--- src/rtl/iic_pkg.sv ---
// Shared definitions for the IIC controller phase blocks.
//   - 4-bit phase codes carried on the shared state bus
//   - FSM state encoding of the read-byte/ACK phase block
//   - SCL divider strobe bundle and its priority resolution
//     (scl_hc > scl_ls > scl_lc when a divider fault makes them coincide)
package iic_pkg;

    localparam logic [3:0] PH_IDLE   = 4'd0;
    localparam logic [3:0] PH_START  = 4'd1;
    localparam logic [3:0] PH_ADDR   = 4'd2;
    localparam logic [3:0] PH_WRACK  = 4'd3;
    localparam logic [3:0] PH_WRBYTE = 4'd4;
    localparam logic [3:0] PH_RDBYTE = 4'd6;
    localparam logic [3:0] PH_RDACK  = 4'd7;
    localparam logic [3:0] PH_STOP   = 4'd9;

    typedef enum logic [1:0] {
        ST_IDLE  = 2'd0,
        ST_SHIFT = 2'd1,
        ST_ACK   = 2'd2,
        ST_DONE  = 2'd3
    } rdack_state_e;

    // Strobes in the SCL period order: low start, low centre, high centre.
    typedef struct packed {
        logic hc;   // SCL high centre: sample point
        logic ls;   // SCL low start: SCL just fell
        logic lc;   // SCL low centre: SDA change point
    } scl_strb_t;

    // At most one strobe survives; the higher-priority one wins.
    function automatic scl_strb_t strb_resolve(input logic hc, input logic ls, input logic lc);
        scl_strb_t s;
        s.hc = hc;
        s.ls = ls & ~hc;
        s.lc = lc & ~hc & ~ls;
        return s;
    endfunction

endpackage

--- src/rtl/iic_rd_byte_ack_if.sv ---
// Bus bundle of the read-byte/ACK phase block.
//   master : the phase block itself (consumes strobes/bus, drives SDA enable,
//            phase request and received data)
//   slave  : the controller side feeding strobes and the state bus
interface iic_rd_byte_ack_if;
    logic       scl_hc;
    logic       scl_ls;
    logic       scl_lc;
    logic [3:0] state;
    logic       nack_req;
    logic       sda_i;
    logic       sda_oe;
    logic [3:0] state_nxt;
    logic       state_we;
    logic [7:0] rd_data;
    logic       rd_valid;
    logic       ack_err;

    modport master (
        input  scl_hc, scl_ls, scl_lc, state, nack_req, sda_i,
        output sda_oe, state_nxt, state_we, rd_data, rd_valid, ack_err
    );

    modport slave (
        output scl_hc, scl_ls, scl_lc, state, nack_req, sda_i,
        input  sda_oe, state_nxt, state_we, rd_data, rd_valid, ack_err
    );
endinterface

--- src/rtl/iic_rx_shreg.sv ---
// Receive shift register with bit counter.
//   clk, srst : clock, synchronous active-high reset
//   clr       : clear data and counter (phase entry)
//   smp       : shift in sda as new LSB (MSB first on the wire); ignored when full
//   sda       : sampled SDA level
//   data      : shifted byte
//   bcnt      : number of bits captured (0..8)
//   full      : bcnt == 8
module iic_rx_shreg (
    input  logic       clk,
    input  logic       srst,
    input  logic       clr,
    input  logic       smp,
    input  logic       sda,
    output logic [7:0] data,
    output logic [3:0] bcnt,
    output logic       full
);
    logic [7:0] shreg_reg;
    logic [3:0] bcnt_reg;
    logic       shift_en;

    assign full     = (bcnt_reg == 4'd8);
    assign shift_en = smp & ~full;

    always_ff @(posedge clk) begin
        if (srst || clr) begin
            shreg_reg[0] <= 1'b0;
            bcnt_reg     <= 4'd0;
        end else if (shift_en) begin
            shreg_reg[0] <= sda;
            bcnt_reg     <= bcnt_reg + 4'd1;
        end
    end

    // Upper bits each take their lower neighbour on a sample.
    generate
        for (genvar gi = 1; gi < 8; gi++) begin : g_bit
            always_ff @(posedge clk) begin
                if (srst || clr) begin
                    shreg_reg[gi] <= 1'b0;
                end else if (shift_en) begin
                    shreg_reg[gi] <= shreg_reg[gi-1];
                end
            end
        end
    endgenerate

    assign data = shreg_reg;
    assign bcnt = bcnt_reg;
endmodule

--- src/rtl/iic_rd_byte_ack.sv ---
// IIC master read-byte phase: while the shared state bus carries STATE_CODE,
// shift in one byte MSB first, drive ACK (SDA low) or NACK (released) in the
// 9th SCL period and request the next phase code.
// Optional feature macro: IIC_RDACK_CHECK_EN -- self-check that the driven ACK
// is seen on the bus at the 9th sample point; on failure pulse ack_err and
// hand over to STOP_CODE. Undefined: ack_err stays 0.
// Ports:
//   clk  : system clock
//   rst  : synchronous active-high reset
//   en   : synchronous soft clear, same effect as rst
//   bus  : iic_rd_byte_ack_if.master (strobes, state bus, SDA, results)
module iic_rd_byte_ack
    import iic_pkg::*;
#(
    parameter logic [3:0] STATE_CODE = PH_RDBYTE,
    parameter logic [3:0] NEXT_CODE  = PH_RDACK,
    parameter logic [3:0] STOP_CODE  = PH_STOP
) (
    input  logic                  clk,
    input  logic                  rst,
    input  logic                  en,
    iic_rd_byte_ack_if.master     bus
);
    rdack_state_e fsm_reg, fsm_next;
    logic         sda_oe_reg, sda_oe_next;
    logic [3:0]   state_nxt_reg, state_nxt_next;
    logic         state_we_reg, state_we_next;
    logic [7:0]   rd_data_reg, rd_data_next;
    logic         rd_valid_reg, rd_valid_next;
    logic         ack_err_reg, ack_err_next;
    logic         nack_l_reg, nack_l_next;
    logic         hc9_reg, hc9_next;
    logic         err_l_reg, err_l_next;
    logic         done_cnt_reg, done_cnt_next;

    logic         srst;
    logic         active;
    scl_strb_t    strb;
    logic         sh_clr, sh_smp, sh_full;
    logic [7:0]   sh_data;
    logic [3:0]   sh_bcnt;

    assign srst   = rst | en;
    assign active = (bus.state == STATE_CODE);
    assign strb   = strb_resolve(bus.scl_hc, bus.scl_ls, bus.scl_lc);

    iic_rx_shreg u_shreg (
        .clk  (clk),
        .srst (srst),
        .clr  (sh_clr),
        .smp  (sh_smp),
        .sda  (bus.sda_i),
        .data (sh_data),
        .bcnt (sh_bcnt),
        .full (sh_full)
    );

    always_comb begin
        fsm_next       = fsm_reg;
        sda_oe_next    = sda_oe_reg;
        state_nxt_next = state_nxt_reg;
        state_we_next  = 1'b0;
        rd_data_next   = rd_data_reg;
        rd_valid_next  = 1'b0;
        ack_err_next   = 1'b0;
        nack_l_next    = nack_l_reg;
        hc9_next       = hc9_reg;
        err_l_next     = err_l_reg;
        done_cnt_next  = done_cnt_reg;
        sh_clr         = 1'b0;
        sh_smp         = 1'b0;

        case (fsm_reg)
            ST_IDLE: begin
                if (active) begin
                    sh_clr     = 1'b1;
                    hc9_next   = 1'b0;
                    err_l_next = 1'b0;
                    fsm_next   = ST_SHIFT;
                end
            end
            ST_SHIFT: begin
                if (!active) begin
                    sda_oe_next = 1'b0;
                    fsm_next    = ST_IDLE;
                end else if (!sh_full) begin
                    sh_smp = strb.hc;
                end else if (strb.lc) begin
                    // The scl_ls after bit 0 falls through here unused; the
                    // ACK level goes out at the low centre like any data bit.
                    sda_oe_next = ~bus.nack_req;
                    nack_l_next = bus.nack_req;
                    fsm_next    = ST_ACK;
                end
            end
            ST_ACK: begin
                if (!active) begin
                    sda_oe_next = 1'b0;
                    fsm_next    = ST_IDLE;
                end else if (strb.hc) begin
                    hc9_next = 1'b1;
`ifdef IIC_RDACK_CHECK_EN
                    // Our own pull-down should hold the line low; a high level
                    // means the bus is stuck or another driver interferes.
                    if (sda_oe_reg && bus.sda_i) begin
                        ack_err_next = 1'b1;
                        err_l_next   = 1'b1;
                    end
`endif
                end else if (strb.ls && hc9_reg) begin
                    sda_oe_next    = 1'b0;
                    rd_data_next   = sh_data;
                    rd_valid_next  = 1'b1;
                    state_we_next  = 1'b1;
                    state_nxt_next = (nack_l_reg || err_l_reg) ? STOP_CODE : NEXT_CODE;
                    done_cnt_next  = 1'b0;
                    fsm_next       = ST_DONE;
                end
            end
            ST_DONE: begin
                // Give the controller two clocks to move the bus; if the code
                // stays ours, re-arm so a fed-back STATE_CODE reads again.
                if (!active || done_cnt_reg) begin
                    fsm_next = ST_IDLE;
                end else begin
                    done_cnt_next = 1'b1;
                end
            end
            default: begin
                sda_oe_next = 1'b0;
                fsm_next    = ST_IDLE;
            end
        endcase
    end

    always_ff @(posedge clk) begin
        if (srst) begin
            fsm_reg       <= ST_IDLE;
            sda_oe_reg    <= 1'b0;
            state_nxt_reg <= STATE_CODE;
            state_we_reg  <= 1'b0;
            rd_data_reg   <= 8'h00;
            rd_valid_reg  <= 1'b0;
            ack_err_reg   <= 1'b0;
            nack_l_reg    <= 1'b0;
            hc9_reg       <= 1'b0;
            err_l_reg     <= 1'b0;
            done_cnt_reg  <= 1'b0;
        end else begin
            fsm_reg       <= fsm_next;
            sda_oe_reg    <= sda_oe_next;
            state_nxt_reg <= state_nxt_next;
            state_we_reg  <= state_we_next;
            rd_data_reg   <= rd_data_next;
            rd_valid_reg  <= rd_valid_next;
            ack_err_reg   <= ack_err_next;
            nack_l_reg    <= nack_l_next;
            hc9_reg       <= hc9_next;
            err_l_reg     <= err_l_next;
            done_cnt_reg  <= done_cnt_next;
        end
    end

    assign bus.sda_oe    = sda_oe_reg;
    assign bus.state_nxt = state_nxt_reg;
    assign bus.state_we  = state_we_reg;
    assign bus.rd_data   = rd_data_reg;
    assign bus.rd_valid  = rd_valid_reg;
    assign bus.ack_err   = ack_err_reg;

    // Bit count is observed through sh_full; the raw count is for debug.
    logic unused_bcnt;
    assign unused_bcnt = ^sh_bcnt;
endmodule

--- src/flat_wrapper.sv ---
// flat-port wrapper written by rule: the top's interface ports become plain ports
module iic_rd_byte_ack_flat import iic_pkg::*;
#(
    parameter logic [3:0] STATE_CODE = PH_RDBYTE,
    parameter logic [3:0] NEXT_CODE  = PH_RDACK,
    parameter logic [3:0] STOP_CODE  = PH_STOP
)
  (clk, rst, en, bus_scl_hc, bus_scl_ls, bus_scl_lc, bus_state, bus_nack_req, bus_sda_i, bus_sda_oe, bus_state_nxt, bus_state_we, bus_rd_data, bus_rd_valid, bus_ack_err);
  iic_rd_byte_ack_if bus_i ();
  input  logic clk;
  input  logic rst;
  input  logic en;
  input wire logic [$bits(bus_i.scl_hc)-1:0] bus_scl_hc;
  input wire logic [$bits(bus_i.scl_ls)-1:0] bus_scl_ls;
  input wire logic [$bits(bus_i.scl_lc)-1:0] bus_scl_lc;
  input wire logic [$bits(bus_i.state)-1:0] bus_state;
  input wire logic [$bits(bus_i.nack_req)-1:0] bus_nack_req;
  input wire logic [$bits(bus_i.sda_i)-1:0] bus_sda_i;
  output wire logic [$bits(bus_i.sda_oe)-1:0] bus_sda_oe;
  output wire logic [$bits(bus_i.state_nxt)-1:0] bus_state_nxt;
  output wire logic [$bits(bus_i.state_we)-1:0] bus_state_we;
  output wire logic [$bits(bus_i.rd_data)-1:0] bus_rd_data;
  output wire logic [$bits(bus_i.rd_valid)-1:0] bus_rd_valid;
  output wire logic [$bits(bus_i.ack_err)-1:0] bus_ack_err;
  assign bus_i.scl_hc = bus_scl_hc;
  assign bus_i.scl_ls = bus_scl_ls;
  assign bus_i.scl_lc = bus_scl_lc;
  assign bus_i.state = bus_state;
  assign bus_i.nack_req = bus_nack_req;
  assign bus_i.sda_i = bus_sda_i;
  assign bus_sda_oe = bus_i.sda_oe;
  assign bus_state_nxt = bus_i.state_nxt;
  assign bus_state_we = bus_i.state_we;
  assign bus_rd_data = bus_i.rd_data;
  assign bus_rd_valid = bus_i.rd_valid;
  assign bus_ack_err = bus_i.ack_err;
  iic_rd_byte_ack #(.STATE_CODE(STATE_CODE), .NEXT_CODE(NEXT_CODE), .STOP_CODE(STOP_CODE)) u_core (.clk(clk), .rst(rst), .en(en), .bus(bus_i));
endmodule
--- config.mk ---
export PLATFORM = sky130hd
export DESIGN_NAME = iic_rd_byte_ack_flat
export DESIGN_NICKNAME = d
export VERILOG_FILES = /design/src/rtl/iic_pkg.sv /design/src/rtl/iic_rd_byte_ack_if.sv /design/src/rtl/iic_rx_shreg.sv /design/src/rtl/iic_rd_byte_ack.sv /design/src/flat_wrapper.sv
export SDC_FILE = /design/constraint.sdc
export NUM_CORES = 1
export LEC_CHECK = 0
export ABC_AREA = 1
export CAP_MARGIN = 30
export CORE_MARGIN = 2
export CORE_UTILIZATION = 25
export CTS_CLUSTER_SIZE = 12
export DETAILED_ROUTE_END_ITERATION = 10
export PLACE_DENSITY = 0.48
export SLEW_MARGIN = 30
export SYNTH_ARGS = -nofsm -noshare
export SYNTH_HDL_FRONTEND = slang
export SYNTH_SLANG_ARGS = --single-unit
--- constraint.sdc ---
create_clock -name clk -period 1.9 [get_ports clk]
set_input_delay 0.38 -clock clk [delete_from_list [all_inputs] [get_ports clk]]
set_output_delay 0.38 -clock clk [all_outputs]
set_load 0.01 [all_outputs]
# Word-level counts from Yosys, hierarchy flattened
# Index checks and enable logic that the tools add are counted.
# Widths: inputs -> output; s select.
[totals]
out_inout_bits = 16
inputBits = 12
regBits = 31
word_cells = 90
[op_classes]
bitwise_logic = 11
n_eq_ne = 16
muxes = 30
reduce_logical = 15
add_sub_neg = 1
[op_table]
columns = ["cell", "count"]
rows = [
  ["$mux 1", 17],
  ["$mux 2", 8],
  ["$ne 3x3->1 const B", 4],
  ["$reduce_and 4->1", 3],
  ["$reduce_and 5->1", 2],
  ["$ne 2x1->1 const B", 4],
  ["$pmux 2 s4", 1],
  ["$ne 2x2->1 const B", 3],
  ["$not 1->1", 6],
  ["$pmux 1 s2", 3],
  ["$reduce_and 6->1", 1],
  ["$reduce_bool 2->1", 3],
  ["$add 4x1->4 const B", 1],
  ["$and 1x1->1", 4],
  ["$eq 2x2->1 const B", 2],
  ["$eq 4x3->1 const B", 1],
  ["$eq 4x4->1 const B", 1],
  ["$mux 4", 1],
  ["$reduce_or 4->1", 1],
  ["$eq 2x1->1 const B", 1],
  ["$logic_not 2->1", 1],
  ["$logic_or 1x1->1", 2],
  ["$logic_and 1x1->1", 1],
  ["$logic_not 1->1", 1],
  ["$or 1x1->1", 1],
]

# Logic depth before layout (Yosys ltp)
# Gate-level depths: netlist of run 1.
[logic_depth]
ltp_word = 7
mapped_depth = 10
depth_no_buf = 10

# Hierarchy
# Synthesis of run 1 repeated with hierarchy kept, for this count alone.
[hier_totals]
hier_cells = 206
area_unflattened_um2 = 1447.6
[modules_own_cells]
columns = ["mod", "seq_area_each_um2", "cells_each", "area_per_inst_um2", "n_inst"]
rows = [
  ["iic_rd_byte_ack", 360.3, 120, 862.1, 1],
  ["iic_rx_shreg", 240.2, 86, 585.6, 1],
]

# Worst setup path before layout of run 1
# No wires, ideal clock.
[synth_timing]
path_kind = "reg-to-reg"
from = "register u_core.u_shreg.bcnt_reg[0] (netlist: u_core.u_shreg.bcnt[0])"
to = "register u_core.u_shreg.bcnt_reg[2] (netlist: u_core.u_shreg.bcnt[2])"
setup_slack_ns = 0.540
stages_incl_launch_ff = 9
setup_time_ns = 0.116
synth_period_minus_slack_ns = 1.360
required_time_ns = 1.784
arrival_ns = 1.245
n_path_buf = 0
path_cell_list = "dfxtp_1 > inv_1 > ha_1 > nand3_1 > nand4_2 > inv_2 > nand2_1 > o21ai_0 > nor2_1"
[synth_via]
elab_chain_len = 5
[synth_rtl]
columns = ["element", "line_no", "rtl"]
rows = [
  ["from (decl)", "iic_rx_shreg.sv:20", "logic [3:0] bcnt_reg;"],
  ["from (signal assigned)", "iic_rx_shreg.sv:32", "bcnt_reg <= bcnt_reg + 4'd1;"],
  ["$eq 4x4->1", "iic_rx_shreg.sv:23", "assign full = (bcnt_reg == 4'd8);"],
  ["$mux 1", "iic_rd_byte_ack.sv:86", "end else if (!sh_full) begin"],
  ["$mux 1", "iic_rd_byte_ack.sv:83", "if (!active) begin"],
  ["$mux 1", "iic_rd_byte_ack.sv:73", "case (fsm_reg)"],
  ["$and 1x1->1", "iic_rx_shreg.sv:24", "assign shift_en = smp & ~full;"],
]
# Several ways; a longest one is shown, not always the timed one.
# A chain may end at the register's enable or synchronous reset.

# Final worst setup path of run 1
[layout_timing]
from = "register u_core.fsm_reg[0]"
to = "register u_core.fsm_reg[1]"
[layout_via]
elab_chain_len = 3
[layout_rtl]
columns = ["element", "line_no", "rtl"]
rows = [
  ["from (decl)", "iic_rd_byte_ack.sv:24", "rdack_state_e fsm_reg, fsm_next;"],
  ["from (signal assigned)", "iic_rd_byte_ack.sv:150", "fsm_reg <= fsm_next;"],
  ["$eq 2x2->1, or another cell as far along", "iic_rd_byte_ack.sv:73", ""],
  ["$ne 3x3->1 (no line) / $ne 2x1->1 (equally long branches)", "n/a", ""],
  ["$reduce_and 6->1 (no line)", "n/a", ""],
]
# Several ways; a longest one is shown, not always the timed one.

==> results of run 1 <==
==> report_power, final <==
part | internal [mW] | leakage, nW | switching, mW | total (mW)
clock | 0.292 | 0.0482 | 0.235 | 0.526
sequential | 0.632 | 0.242 | 0.00269 | 0.634
combinational | 0.0457 | 0.476 | 0.0475 | 0.0932
==> layout make-up <==
cell class,instances,share of cell area
clock inverter,1,0.002644
timing repair buffer,39,0.1956
clock buffer,7,0.04560
inverter,25,0.04957
sequential,30,0.3172
multi-input combinational,128,0.3417
tap,72,0.04759
==> routing by layer <==
layer	GRT usage	vias to the layer above
li1	-	682
met1	0.1489	559
met2	0.1598	26
met3	0.03068	6
met4	0.05789	0
met5	0	-
==> critical path, cell delays in order, from the launching register on <==
cell                      delay, ns
sky130_fd_sc_hd__dfxtp_1       0.39
sky130_fd_sc_hd__inv_1         0.11
sky130_fd_sc_hd__ha_1          0.28
sky130_fd_sc_hd__inv_1         0.12
sky130_fd_sc_hd__nor2_1        0.06
sky130_fd_sc_hd__nand2_1       0.08
sky130_fd_sc_hd__nand2_1       0.06
sky130_fd_sc_hd__nor2_2        0.16
sky130_fd_sc_hd__nand3_1       0.09
sky130_fd_sc_hd__nand2_1       0.07
sky130_fd_sc_hd__nor2_1        0.04
==> metrics by stage <==
stage                     setup WS (ns)  cell area [um2]  hold slack, ns  cells  power, mW
after detailed placement        0.07876             1802          0.4476    294     0.7425
after global routing             0.2157             1893          0.4805    302      1.329
after global placement          0.07941             1802          0.4473    294     0.7432
final                            0.3551             1893          0.4590    302      1.254
after floorplan                  0.5396             1398          0.4291    190     0.7007
after CTS                        0.3352             1893          0.4586    302      1.278
==> synthesized netlist by cell type <==
master                      count  share of area
sky130_fd_sc_hd__nor2_1        27          0.073
sky130_fd_sc_hd__buf_6          2          0.016
sky130_fd_sc_hd__clkbuf_1       1         0.0027
sky130_fd_sc_hd__xnor2_1        1         0.0063
sky130_fd_sc_hd__buf_4          4          0.021
sky130_fd_sc_hd__nand4_1        1         0.0045
sky130_fd_sc_hd__nand2_2        1         0.0045
sky130_fd_sc_hd__ha_1           7          0.063
sky130_fd_sc_hd__inv_2          3         0.0081
sky130_fd_sc_hd__a21oi_1       18          0.064
sky130_fd_sc_hd__nor2_4         1         0.0081
sky130_fd_sc_hd__nor2_2         1         0.0045
sky130_fd_sc_hd__dfxtp_1       30           0.43
sky130_fd_sc_hd__o21ai_1        1         0.0036
sky130_fd_sc_hd__o21ai_0       17          0.061
sky130_fd_sc_hd__nand3_1       11          0.039
sky130_fd_sc_hd__inv_1         22          0.059
sky130_fd_sc_hd__nor3_2         1         0.0072
sky130_fd_sc_hd__conb_1         1         0.0027
sky130_fd_sc_hd__nand3_2        1         0.0072
sky130_fd_sc_hd__nand2_1       37          0.099
sky130_fd_sc_hd__nand4_2        1         0.0090
sky130_fd_sc_hd__o2111ai_1      1         0.0063
==> placed cells by master, fill, tap and decap left out <==
master / instances
sky130_fd_sc_hd__nand2_1: 37
sky130_fd_sc_hd__dfxtp_1: 30
sky130_fd_sc_hd__nor2_1: 27
sky130_fd_sc_hd__clkdlybuf4s50_1: 26
sky130_fd_sc_hd__inv_1: 22
sky130_fd_sc_hd__a21oi_1: 18
sky130_fd_sc_hd__o21ai_0: 17
sky130_fd_sc_hd__buf_4: 12
sky130_fd_sc_hd__nand3_1: 11
sky130_fd_sc_hd__ha_1: 7
sky130_fd_sc_hd__clkbuf_8: 6
sky130_fd_sc_hd__inv_2: 3
sky130_fd_sc_hd__nor2_4: 1
sky130_fd_sc_hd__nand4_2: 1
sky130_fd_sc_hd__nand2_2: 1
sky130_fd_sc_hd__nor2_2: 1
sky130_fd_sc_hd__nand3_2: 1
sky130_fd_sc_hd__xnor2_1: 1
sky130_fd_sc_hd__nor3_2: 1
sky130_fd_sc_hd__o21ai_1: 1
sky130_fd_sc_hd__nand4_1: 1
sky130_fd_sc_hd__o2111ai_1: 1
sky130_fd_sc_hd__conb_1: 1
sky130_fd_sc_hd__clkinv_2: 1
sky130_fd_sc_hd__clkbuf_1: 1
sky130_fd_sc_hd__buf_12: 1
==> cell families (layout without fill, tap and decap cells) <==
group / count (synthesis) / after routing / share of synthesized area
buf+inv: 32 / 72 / 0.1074
other cells: 1 / 1 / 0.002683
simple gates: 82 / 82 / 0.2560
fa+ha+maj: 7 / 7 / 0.06266
flops: 30 / 30 / 0.4297
compound gates: 37 / 37 / 0.1352
xor+xnor: 1 / 1 / 0.006268
==> path summary, 6_finish.rpt <==
kind,cells past startpoint,end,startpoint
worst max-delay path,10,u_core.fsm_reg[1],u_core.fsm_reg[0]
worst min-delay path,2,u_core.bus.rd_data[7],u_core.u_shreg.data[7]
worst max register to register,10,u_core.fsm_reg[1],u_core.fsm_reg[0]
worst min register to register,2,u_core.bus.rd_data[7],u_core.u_shreg.data[7]
==> summary.md, run 1 <==
| Metric | Value |
|---|---|
| M1 WL | `1.499 mm` |
| Post-cts repair resize count | `0` |
| Final slew viol count | `0` |
| Global route overflow | `0` |
| Overall die area | `6205 um2` |
| Worst Path Required | `2.08 ns` |
| Top-level I/O count | `28` |
| Combined area of the multi-input logic cells | `646.9 um2` |
| Type of the setup path with the least slack | `register to register` |
| Kind of start point of the critical path | `register` |
| Mean post-synth cell area | `7.356 um2` |
| Final estimated routing congestion in global placement | `0.8166` |
| Netlist area before placement | `1398 um2` |
| Total of flip-flops plus latches after synthesis | `30` |
| Sum Neg Setup Slack | `0 ns` |
| Number of global-route vias before repair | `1,195` |
| Number of max-cap violations | `0` |
| Die span in x | `78.77 um` |
| Part of the cycle the worst path needs | `0.8131` |
| Final Hold Violating Endpoints | `0` |
| Worst-Skew Late Latency | `0.28 ns` |
| Clock root buffer master | `sky130_fd_sc_hd__clkbuf_8` |
| DRC Markers | `0` |
| H-tree depth reported by CTS | `2` |
| Area growth from synthesis to final layout | `35.45%` |
| Hold bufs inserted after CTS | `0` |
| Number of CTS-inserted buffers | `5` |
| Worst-case clock buffer depth | `2` |
| Count of unique library cells instantiated by Yosys | `23` |
| Filler cell count | `585` |
| Synth Instances | `190` |
| Number of DRC markers in iteration 0 | `58` |
| Net Count, Synth | `209` |
| Final Setup Violations | `0` |
| Half-perimeter wire length after placement | `2.296 mm` |
| Post-layout nets | `248` |
| Clock Pin Slew Worst Setup and Hold Paths | `0.06 ns` |
| Proportion of synthesized chip area in sequential cells | `0.4297` |
| Effective utilization at floorplan | `0.2570` |
| Worst min-delay path category | `register to register` |
| Top routing layer in use | `met4` |
| Pin count of the biggest net entering global routing | `11` |
| Highest clock frequency the design can meet | `0.6473 GHz` |
| Routed wl met2 | `1.171 mm` |
| Total iterations of the first detailed-routing run | `4` |
| Number of antenna violations at the first check in global routing | `0` |
| Sequential Area | `600.6 um2` |
| Core ar. | `5439 um2` |
| Post-detailed-route via-to-cell ratio | `4.215` |
| Detailed-route wire length per cell | `9.520 um` |
| Sinks on Clock Net | `30` |
| Clock tree skew after final layout | `0.004096 ns` |
| RSZ-0062 raised after global routing | `false` |
| Worst vdd ir | `0.2010 mV` |
| Die H | `78.77 um` |
| Result of the run | `complete, no violations` |
| Crit path DAT | `1.73 ns` |
| Count of input and output buffers | `26` |
| Via count | `1,273` |
| Clock tree from TritonCTS | `yes` |
| Leakage power figure | `0.7655 nW` |
| Total routing resource utilization after global routing | `0.1104` |
| Total power per unit cell area | `662.3 nW/um2` |
| Number of diodes | `0` |
| Yosys warning total | `0` |
| First-pass GRT wire length | `5.375 mm` |
| Routed wire length on met3 | `132 um` |
| Final design utilization | `0.3481` |
| Fraction of final layout cells sized beyond drive strength 1 | `0.1261` |
| Residual antenna-violating net count after detailed routing | `0` |
| Buffers inserted during post-CTS setup optimization | `0` |
| Min cycle time layout | `1.545 ns` |
| Biggest fanout along the worst timing path | `5` |
| Setup slack on the worst flop-to-flop path | `0.36 ns` |
| Endpoint class of the critical path | `register` |
| Site Rows | `27` |
| Detailed-route wire length | `2.875 mm` |
(Power assumes the default switching activity.)
==> run 2, diff against run 1 <==
--- a/config.mk
+++ b/config.mk
@@ -11,7 +11,7 @@
 export CORE_UTILIZATION = 25
 export CTS_CLUSTER_SIZE = 12
 export DETAILED_ROUTE_END_ITERATION = 10
-export PLACE_DENSITY = 0.48
+export PLACE_DENSITY = 0.49
 export SLEW_MARGIN = 30
 export SYNTH_ARGS = -nofsm -noshare
 export SYNTH_HDL_FRONTEND = slang
==> constraint.sdc (replaced) <==
create_clock -name clk -period 1.25 [get_ports clk]
set_input_delay 0.25 -clock clk [delete_from_list [all_inputs] [get_ports clk]]
set_output_delay 0.25 -clock clk [all_outputs]
set_load 0.01 [all_outputs]
==> summary.md, run 2 (synthesis gave the netlist of run 1 again) <==
| Metric | Value |
|---|---|
| CP cell instances | `inv_2 -> ha_4 -> nand3_4 -> nand4_4 -> inv_4 -> nand2_2 -> o21ai_2 -> nor2_1` |
| Min cycle time layout | `1.310 ns (-0.2346 ns)` |
| Post-detailed-route via-to-cell ratio | `4.220 (+0.12%)` |
| Endpoint class of the critical path | `register` |
| Type of the setup path with the least slack | `register to register` |
| Number of global-route vias before repair | `1,328 (+11%)` |
| Worst Path Required | `1.43 ns (-0.65 ns)` |
| Area of placed instances | `1939 um2 (+7.6%)` |
| Die span in x | `78.77 um (unchanged)` |
| Worst vdd ir | `0.3786 mV (+88%)` |
| Cell area after layout | `2467 um2 (+30%)` |
| Worst min-delay path category | `register to register` |
| Overall die area | `6205 um2 (unchanged)` |
| Kind of start point of the critical path | `register` |
| Core ar. | `5439 um2 (unchanged)` |
| DRC Markers | `0 (unchanged)` |
| Hold bufs inserted after CTS | `0 (unchanged)` |
| Worst-case clock buffer depth | `2 (unchanged)` |
| Site Rows | `27 (unchanged)` |
| Sinks on Clock Net | `30 (unchanged)` |
| H-tree depth reported by CTS | `2 (unchanged)` |
| Half-perimeter wire length after placement | `2.370 mm (+3.2%)` |
| Post-layout nets | `282 (+14%)` |
| Final slew viol count | `0 (unchanged)` |
| Final Hold Violating Endpoints | `0 (unchanged)` |
| Min Hold Slack | `0.4578 ns (-0.001221 ns)` |
| Die H | `78.77 um (unchanged)` |
| Master of the slowest instance on the critical path | `sky130_fd_sc_hd__dfxtp_2` |
| Highest clock frequency the design can meet | `0.7632 GHz (+18%)` |
| Filler cell count | `516 (-12%)` |
| Area growth from synthesis to final layout | `76.54%` |
| Result of the run | `finished with violations` |
| Biggest fanout along the worst timing path | `6 (+1)` |
| Final Setup Violations | `8 (+8)` |
| Total power per unit cell area | `805.5 nW/um2 (+22%)` |
| Clock root buffer master | `sky130_fd_sc_hd__clkbuf_8` |
| Violated checks | `negative setup slack` |
| Leakage power figure | `1.069 nW (+40%)` |
| Top-level I/O count | `28 (unchanged)` |
| Detailed-route wire length | `3.581 mm (+25%)` |
| Crit path DAT | `1.49 ns (-0.24 ns)` |
| Pin count of the biggest net entering global routing | `10 (-1)` |
| Number of diodes | `0 (unchanged)` |
| Slowest cell delay on critical path | `0.33 ns (-0.06 ns)` |
| Clock Pin Slew Worst Setup and Hold Paths | `0.06 ns (about the same)` |
| Count of input and output buffers | `26 (unchanged)` |
| Clock tree skew after final layout | `0.002443 ns (-0.001653 ns)` |
| Global route overflow | `0 (unchanged)` |
| Part of the cycle the worst path needs | `1.048 (+0.2351)` |
| Top library cells by usage in the layout, fill and taps aside | `29 x sky130_fd_sc_hd__buf_4, 25 x sky130_fd_sc_hd__dfxtp_1, 23 x sky130_fd_sc_hd__nand2_1, 21 x sky130_fd_sc_hd__dlygate4sd2_1, 19 x sky130_fd_sc_hd__nor2_1` |
| Via count | `1,418 (+11%)` |
| First-pass GRT wire length | `5.961 mm (+11%)` |
| Number of CTS-inserted buffers | `5 (unchanged)` |
| Setup slack on the worst flop-to-flop path | `-0.06 ns (-0.42 ns)` |
| Effective utilization at floorplan | `0.2570 (unchanged)` |
| Clock tree from TritonCTS | `yes` |
| Total iterations of the first detailed-routing run | `4 (unchanged)` |
| Worst setup margin | `-0.06023 ns (-0.4154 ns)` |
| Final estimated routing congestion in global placement | `0.8098 (-0.83%)` |
| Worst-Skew Late Latency | `0.28 ns (about the same)` |
| Residual antenna-violating net count after detailed routing | `0 (unchanged)` |
| Detailed-route wire length per cell | `10.66 um (+12%)` |
| Number of DRC markers in iteration 0 | `56 (-3.4%)` |
| RSZ-0062 raised after global routing | `true` |
| Number of antenna violations at the first check in global routing | `0 (unchanged)` |
| Number of max-cap violations | `0 (unchanged)` |
| Fraction of final layout cells sized beyond drive strength 1 | `0.4735 (+0.3474)` |
| Most frequent standard cell in the layout excluding fill and tap cells | `sky130_fd_sc_hd__buf_4` |
| Total routing resource utilization after global routing | `0.1223 (+0.01182)` |
## run 2: critical path: cells and delay by family (launching register included)
family,cells,cell delay (ns)
and+or+nand+nor,4,0.42
AOI/OAI and AO/OA,1,0.10
buffers and inverters,2,0.20
DFF,1,0.33
adders and majority gates,1,0.16
## run 2: report_power, final
| part | leakage [nW] | internal, mW | switching [mW] |
|---|---|---|---|
| logic | 0.777 | 0.111 | 0.112 |
| clock network | 0.0482 | 0.443 | 0.356 |
| registers | 0.244 | 0.961 | 0.00448 |
## run 2: through the flow
stage | setup TNS, ns | setup WS (ns) | utilization | power, mW | cells
floorplan | 0 | 0.007068 | - | 1.068 | 190
global placement | -12.01 | -0.4751 | 0.3566 | 1.153 | 311
detailed placement | -12.67 | -0.4898 | 0.3566 | 1.152 | 311
CTS | -0.05812 | -0.02275 | 0.4076 | 1.980 | 329
global route | -1.392 | -0.1405 | 0.4536 | 2.081 | 336
finish | -0.1996 | -0.06023 | 0.4536 | 1.987 | 336
## run 2: worst paths after layout
kind                                             start                endpoint  cells after the start
worst max register to register  u_core.u_shreg.bcnt[0]  u_core.u_shreg.bcnt[2]                      8
worst max-delay path            u_core.u_shreg.bcnt[0]  u_core.u_shreg.bcnt[2]                      8
worst min register to register  u_core.u_shreg.data[7]   u_core.bus.rd_data[7]                      2
worst min-delay path            u_core.u_shreg.data[7]   u_core.bus.rd_data[7]                      2
## run 2: repair_timing
action	CTS	global route
pin swaps	17	25
endpoints found under the setup margin	45	29
gates resized for setup	64	64
setup buffers	8	7
gates cloned	3	0
## run 2: area by class of cell
| type | count | area (um2) | share of cell area |
|---|---|---|---|
| multi-input cells | 129 | 930.9 | 0.3773 |
| repair buffers | 71 | 631.9 | 0.2561 |
| flip-flops and latches | 30 | 606.8 | 0.2459 |
| inverters | 25 | 108.9 | 0.04412 |
| well taps | 72 | 90.09 | 0.03651 |
| clock buffers | 7 | 86.33 | 0.03499 |
| repair inverters | 1 | 7.507 | 0.003043 |
| clock inverters | 1 | 5.005 | 0.002028 |
## run 2: metal layers
metal,share of wire,vias to the layer above,global-route usage
met2,0.48,28,0.1889
met1,0.45,632,0.1616
li1,-,750,-
met4,0.023,0,0.05088
met5,0,-,0
met3,0.044,8,0.03182
==> run 3, diff against run 2 <==
--- a/config.mk
+++ b/config.mk
@@ -5,13 +5,13 @@
 export SDC_FILE = /design/constraint.sdc
 export NUM_CORES = 1
 export LEC_CHECK = 0
-export ABC_AREA = 1
+export ABC_AREA = 0
 export CAP_MARGIN = 30
 export CORE_MARGIN = 2
-export CORE_UTILIZATION = 25
+export CORE_UTILIZATION = 45
 export CTS_CLUSTER_SIZE = 12
 export DETAILED_ROUTE_END_ITERATION = 10
-export PLACE_DENSITY = 0.49
+export PLACE_DENSITY = 0.77
 export SLEW_MARGIN = 30
 export SYNTH_ARGS = -nofsm -noshare
 export SYNTH_HDL_FRONTEND = slang
==> summary.md, run 3 <==
| Metric | Value |
|---|---|
| Die span in x | `60.01 um (-24%)` |
| Total routing resource utilization after global routing | `0.2128 (+0.09056)` |
| Number of diodes | `0 (unchanged)` |
| Cell internal power dissipation | `1.295 mW (-15%)` |
| Hold Path Depth | `2 (unchanged)` |
| Sequential power share | `0.561 (+0.075)` |
| Share of total power in the clock network | `0.364 (-0.038)` |
| Switching power share of the total | `0.2378 (about the same)` |
| Launch point of the worst hold path | `u_core.bus.state_nxt[0]` |
| Proportion of synthesized chip area in sequential cells | `0.4255 (-0.004191)` |
| Effective utilization at floorplan | `0.4661 (+0.2092)` |
| Min cycle time layout | `1.475 ns (+0.1645 ns)` |
| Post-layout nets | `218 (-23%)` |
| Worst-case clock buffer depth | `2 (unchanged)` |
| Setup slack on the worst flop-to-flop path | `-0.22 ns (-0.16 ns)` |
| Worst setup margin | `-0.2247 ns (-0.1645 ns)` |
| Master of the slowest instance on the critical path | `sky130_fd_sc_hd__or3_4` |
| Final Setup Violations | `29 (+21)` |
| Site Rows | `20 (-26%)` |
| Worst Path Required | `1.52 ns (+0.09 ns)` |
| DRC Markers | `0 (unchanged)` |
| Number of CTS-inserted buffers | `5 (unchanged)` |
| Global route overflow | `0 (unchanged)` |
| Main flop type after synthesis | `sky130_fd_sc_hd__dfxtp_1` |
| Detailed-route wire length | `3.528 mm (-1.5%)` |
| Number of enable-type register cells in the synthesized netlist | `0 (unchanged)` |
| Top-level I/O count | `28 (unchanged)` |
| Worst R2R End | `u_core.u_shreg.bcnt[2]` |
| Synth Instances | `144 (-24%)` |
| Final design utilization | `0.7008 (+0.2472)` |
| Switching component of the power | `0.4039 mW (-15%)` |
| Netlist area before placement | `1411 um2 (+0.98%)` |
| Final slew viol count | `0 (unchanged)` |
| Clock root buffer master | `sky130_fd_sc_hd__clkbuf_4` |
| Count of unique library cells instantiated by Yosys | `36 (+57%)` |
| Routed wire length on met3 | `148 um (-5.1%)` |
| List of most frequent post-synthesis cells | `30 x sky130_fd_sc_hd__dfxtp_1, 27 x sky130_fd_sc_hd__nor2_1, 20 x sky130_fd_sc_hd__mux2i_1` |
| Result of the run | `finished with violations` |
| Violated checks | `negative setup slack` |
| Depth of the worst register-to-register path | `6 (-2)` |
| Number of antenna violations at the first check in global routing | `0 (unchanged)` |
| Post-synth top area share | `0.4255 (-0.004191)` |
| Worst-Skew Late Latency | `0.34 ns (+0.06 ns)` |
| Fraction of synthesis flops using an asynchronous set or reset pin | `0 (unchanged)` |
| Hold Crit Endpoint | `u_core.bus.state_nxt[0]` |
| M1 WL | `1.429 mm (-12%)` |
| Pwr Total | `1.698 mW (-15%)` |
| Kind of start point of the critical path | `register` |
| Count of placed standard cells including taps | `228 (-27%)` |
| Total of flip-flops plus latches after synthesis | `30 (unchanged)` |
| Biggest fanout along the worst timing path | `4 (-2)` |
| Core ar. | `3028 um2 (-44%)` |
| Final estimated routing congestion in global placement | `0.8489 (+4.8%)` |
| RSZ-0062 raised after global routing | `true` |
| Highest clock frequency the design can meet | `0.6781 GHz (-11%)` |
| Die H | `60.01 um (-24%)` |
| Net Count, Synth | `163 (-22%)` |
| First-pass GRT wire length | `5.457 mm (-8.5%)` |
| Slowest cell delay on critical path | `0.35 ns (+0.02 ns)` |
| Sum Neg Setup Slack | `-5.012 ns (-4.813 ns)` |
| Endpoint class of the critical path | `register` |
| Post-detailed-route via-to-cell ratio | `5.041 (+19%)` |
| Crit path DAT | `1.74 ns (+0.25 ns)` |
| H-tree depth reported by CTS | `2 (unchanged)` |
| Fraction of final layout cells sized beyond drive strength 1 | `0.3850 (-0.08848)` |
| Number of DRC markers in iteration 0 | `70 (+25%)` |
| Mean post-synth cell area | `9.801 um2 (+33%)` |
| Type of the setup path with the least slack | `register to register` |
| Hold bufs inserted after CTS | `0 (unchanged)` |
| Number of max-cap violations | `0 (unchanged)` |
| Overall die area | `3601 um2 (-42%)` |
| Total power per unit cell area | `800.4 nW/um2 (-0.63%)` |
| Most frequent standard cell in the layout excluding fill and tap cells | `sky130_fd_sc_hd__nor2_1` |
| Setup slack after placement | `-0.6178 ns (-0.1279 ns)` |
| Final Hold Violating Endpoints | `0 (unchanged)` |
| Part of the cycle the worst path needs | `1.180 (+0.1316)` |
| Half-perimeter wire length after placement | `2.414 mm (+1.9%)` |
| Top library cells by usage in the layout, fill and taps aside | `26 x sky130_fd_sc_hd__nor2_1, 25 x sky130_fd_sc_hd__dfxtp_1, 24 x sky130_fd_sc_hd__buf_4, 19 x sky130_fd_sc_hd__mux2i_1, 14 x sky130_fd_sc_hd__dlygate4sd2_1` |
| Sinks on Clock Net | `30 (unchanged)` |
| Post-synthesis cell type with the largest combined area | `sky130_fd_sc_hd__dfxtp_1` |
| Area growth from synthesis to final layout | `50.35%` |
| Cell types with the largest area share after synthesis | `sky130_fd_sc_hd__dfxtp_1 43%, sky130_fd_sc_hd__mux2i_1 14%, sky130_fd_sc_hd__nor2_1 7.2%` |
| Gate power share | `0.074 (-0.038)` |
| Yosys warning total | `0 (unchanged)` |
| Clock tree from TritonCTS | `yes` |
| Total iterations of the first detailed-routing run | `4 (unchanged)` |
| Routed wl met2 | `1.837 mm (+6.7%)` |
| Via count | `1,230 (-13%)` |
| Most frequently used cell type in the post-synthesis netlist | `sky130_fd_sc_hd__dfxtp_1` |
| Count of input and output buffers | `26 (unchanged)` |
| Leakage power figure | `1.015 nW (-5.1%)` |
| Detailed-route wire length per cell | `14.46 um (+36%)` |
| Residual antenna-violating net count after detailed routing | `0 (unchanged)` |
| Top routing layer in use | `met4` |
| Final cell count without fillers | `244 (-27%)` |
| Launching point of the worst reg2reg path | `u_core.u_shreg.bcnt[0]` |
| Clock Pin Slew Worst Setup and Hold Paths | `0.09 ns (+0.03 ns)` |
| Number of global-route vias before repair | `1,241 (-6.6%)` |
| CP cell instances | `inv_2 -> ha_4 -> and3b_2 -> nand4b_4 -> or3_4 -> a21oi_2` |
| Worst min-delay path category | `register to register` |
| Pin count of the biggest net entering global routing | `13 (+3)` |
| Clock tree skew after final layout | `0.01328 ns (+0.01083 ns)` |
| Worst vdd ir | `0.6694 mV (+77%)` |
[run 3: changes by cell type after synthesis, sizes merged, moves of 2 or more]
cell / delta
nand2: -34
mux2i: +20
inv: -16
o21ai: -15
a21oi: -10
nand3: -10
or3: +3
a211oi: +2
buf: +2
nor2: -2
[run 3: repair_timing]
action / 4_1_cts / 5_1_grt
buffers inserted: 5 / 4
cloned: 1 / 0
endpoints found under the setup margin: 45 / 34
gates resized for setup: 36 / 25
endpoints found under the hold margin: 0 / 0
pin swaps: 9 / 9
[run 3: worst max-delay path: cells and delay by family (launching register included)]
kind | cells | cell delay, ns
adder cells (fa/ha/maj) | 1 | 0.14
AO/OA/AOI/OAI | 1 | 0.12
buffers and inverters | 1 | 0.05
flip-flops | 1 | 0.34
AND/OR/NAND/NOR | 3 | 0.77
[run 3: metrics by stage]
step	cell area (um2)	hold WS [ns]
6_report	2122	0.4653
5_1_grt	2122	0.5172
4_1_cts	2019	0.4727
3_5_place_dp	1879	0.4535
3_3_place_gp	1879	0.4462
2_1_floorplan	1450	0.3938
[run 3: per-layer routing]
metal | global-route usage | vias up
li1 | - | 595
met1 | 0.2233 | 585
met2 | 0.3696 | 39
met3 | 0.06277 | 11
met4 | 0.1302 | 0
met5 | 0 | -
[run 3: power by group through the flow]
stage	clock [mW]	combinational [mW]	sequential [mW]
2_1_floorplan	0	0.0444	0.979
3_3_place_gp	0	0.111	0.979
3_5_place_dp	0	0.116	0.979
4_1_cts	0.627	0.118	0.955
5_1_grt	0.666	0.134	0.954
6_report	0.619	0.126	0.953
[run 3: cells by family (layout without fill, tap and decap cells)]
family,count (synthesis),in the layout,synth area share
adders and majority gates,7,7,0.06205
xor gates and xnor gates,1,1,0.006207
and+or+nand+nor,45,45,0.1862
DFF,30,30,0.4255
other,1,1,0.002657
AOI/OAI and AO/OA,21,21,0.1011
muxes,20,20,0.1418
buffers and inverters,19,75,0.07447
[run 3: how the worst max path moves through the flow]
stage / from / end / slack [ns] / cells after the start
after global placement: bus_state[1] / u_core.bus.rd_data[1] / -0.53 / 6
after floorplan: u_core.fsm_reg[0] / u_core.bus.rd_data[0] / -0.22 / 8
after global routing: u_core.u_shreg.bcnt[0] / u_core.u_shreg.bcnt[2] / -0.28 / 6
final: u_core.u_shreg.bcnt[0] / u_core.u_shreg.bcnt[2] / -0.22 / 6
after CTS: u_core.u_shreg.bcnt[1] / u_core.u_shreg.bcnt[2] / -0.22 / 6
after detailed placement: bus_state[1] / u_core.u_shreg.bcnt[3] / -0.62 / 6
[run 3: area by class of cell]
cell class                      instances  area, um2
Sequential cell                        30      611.8
Inverter                                9      38.79
Clock inverter                          1      5.005
Multi-Input combinational cell         95      833.3
Fill cell                             219      905.9
Clock buffer                            7      55.05
Tap cell                               44      55.05
Timing Repair Buffer                   58      523.0
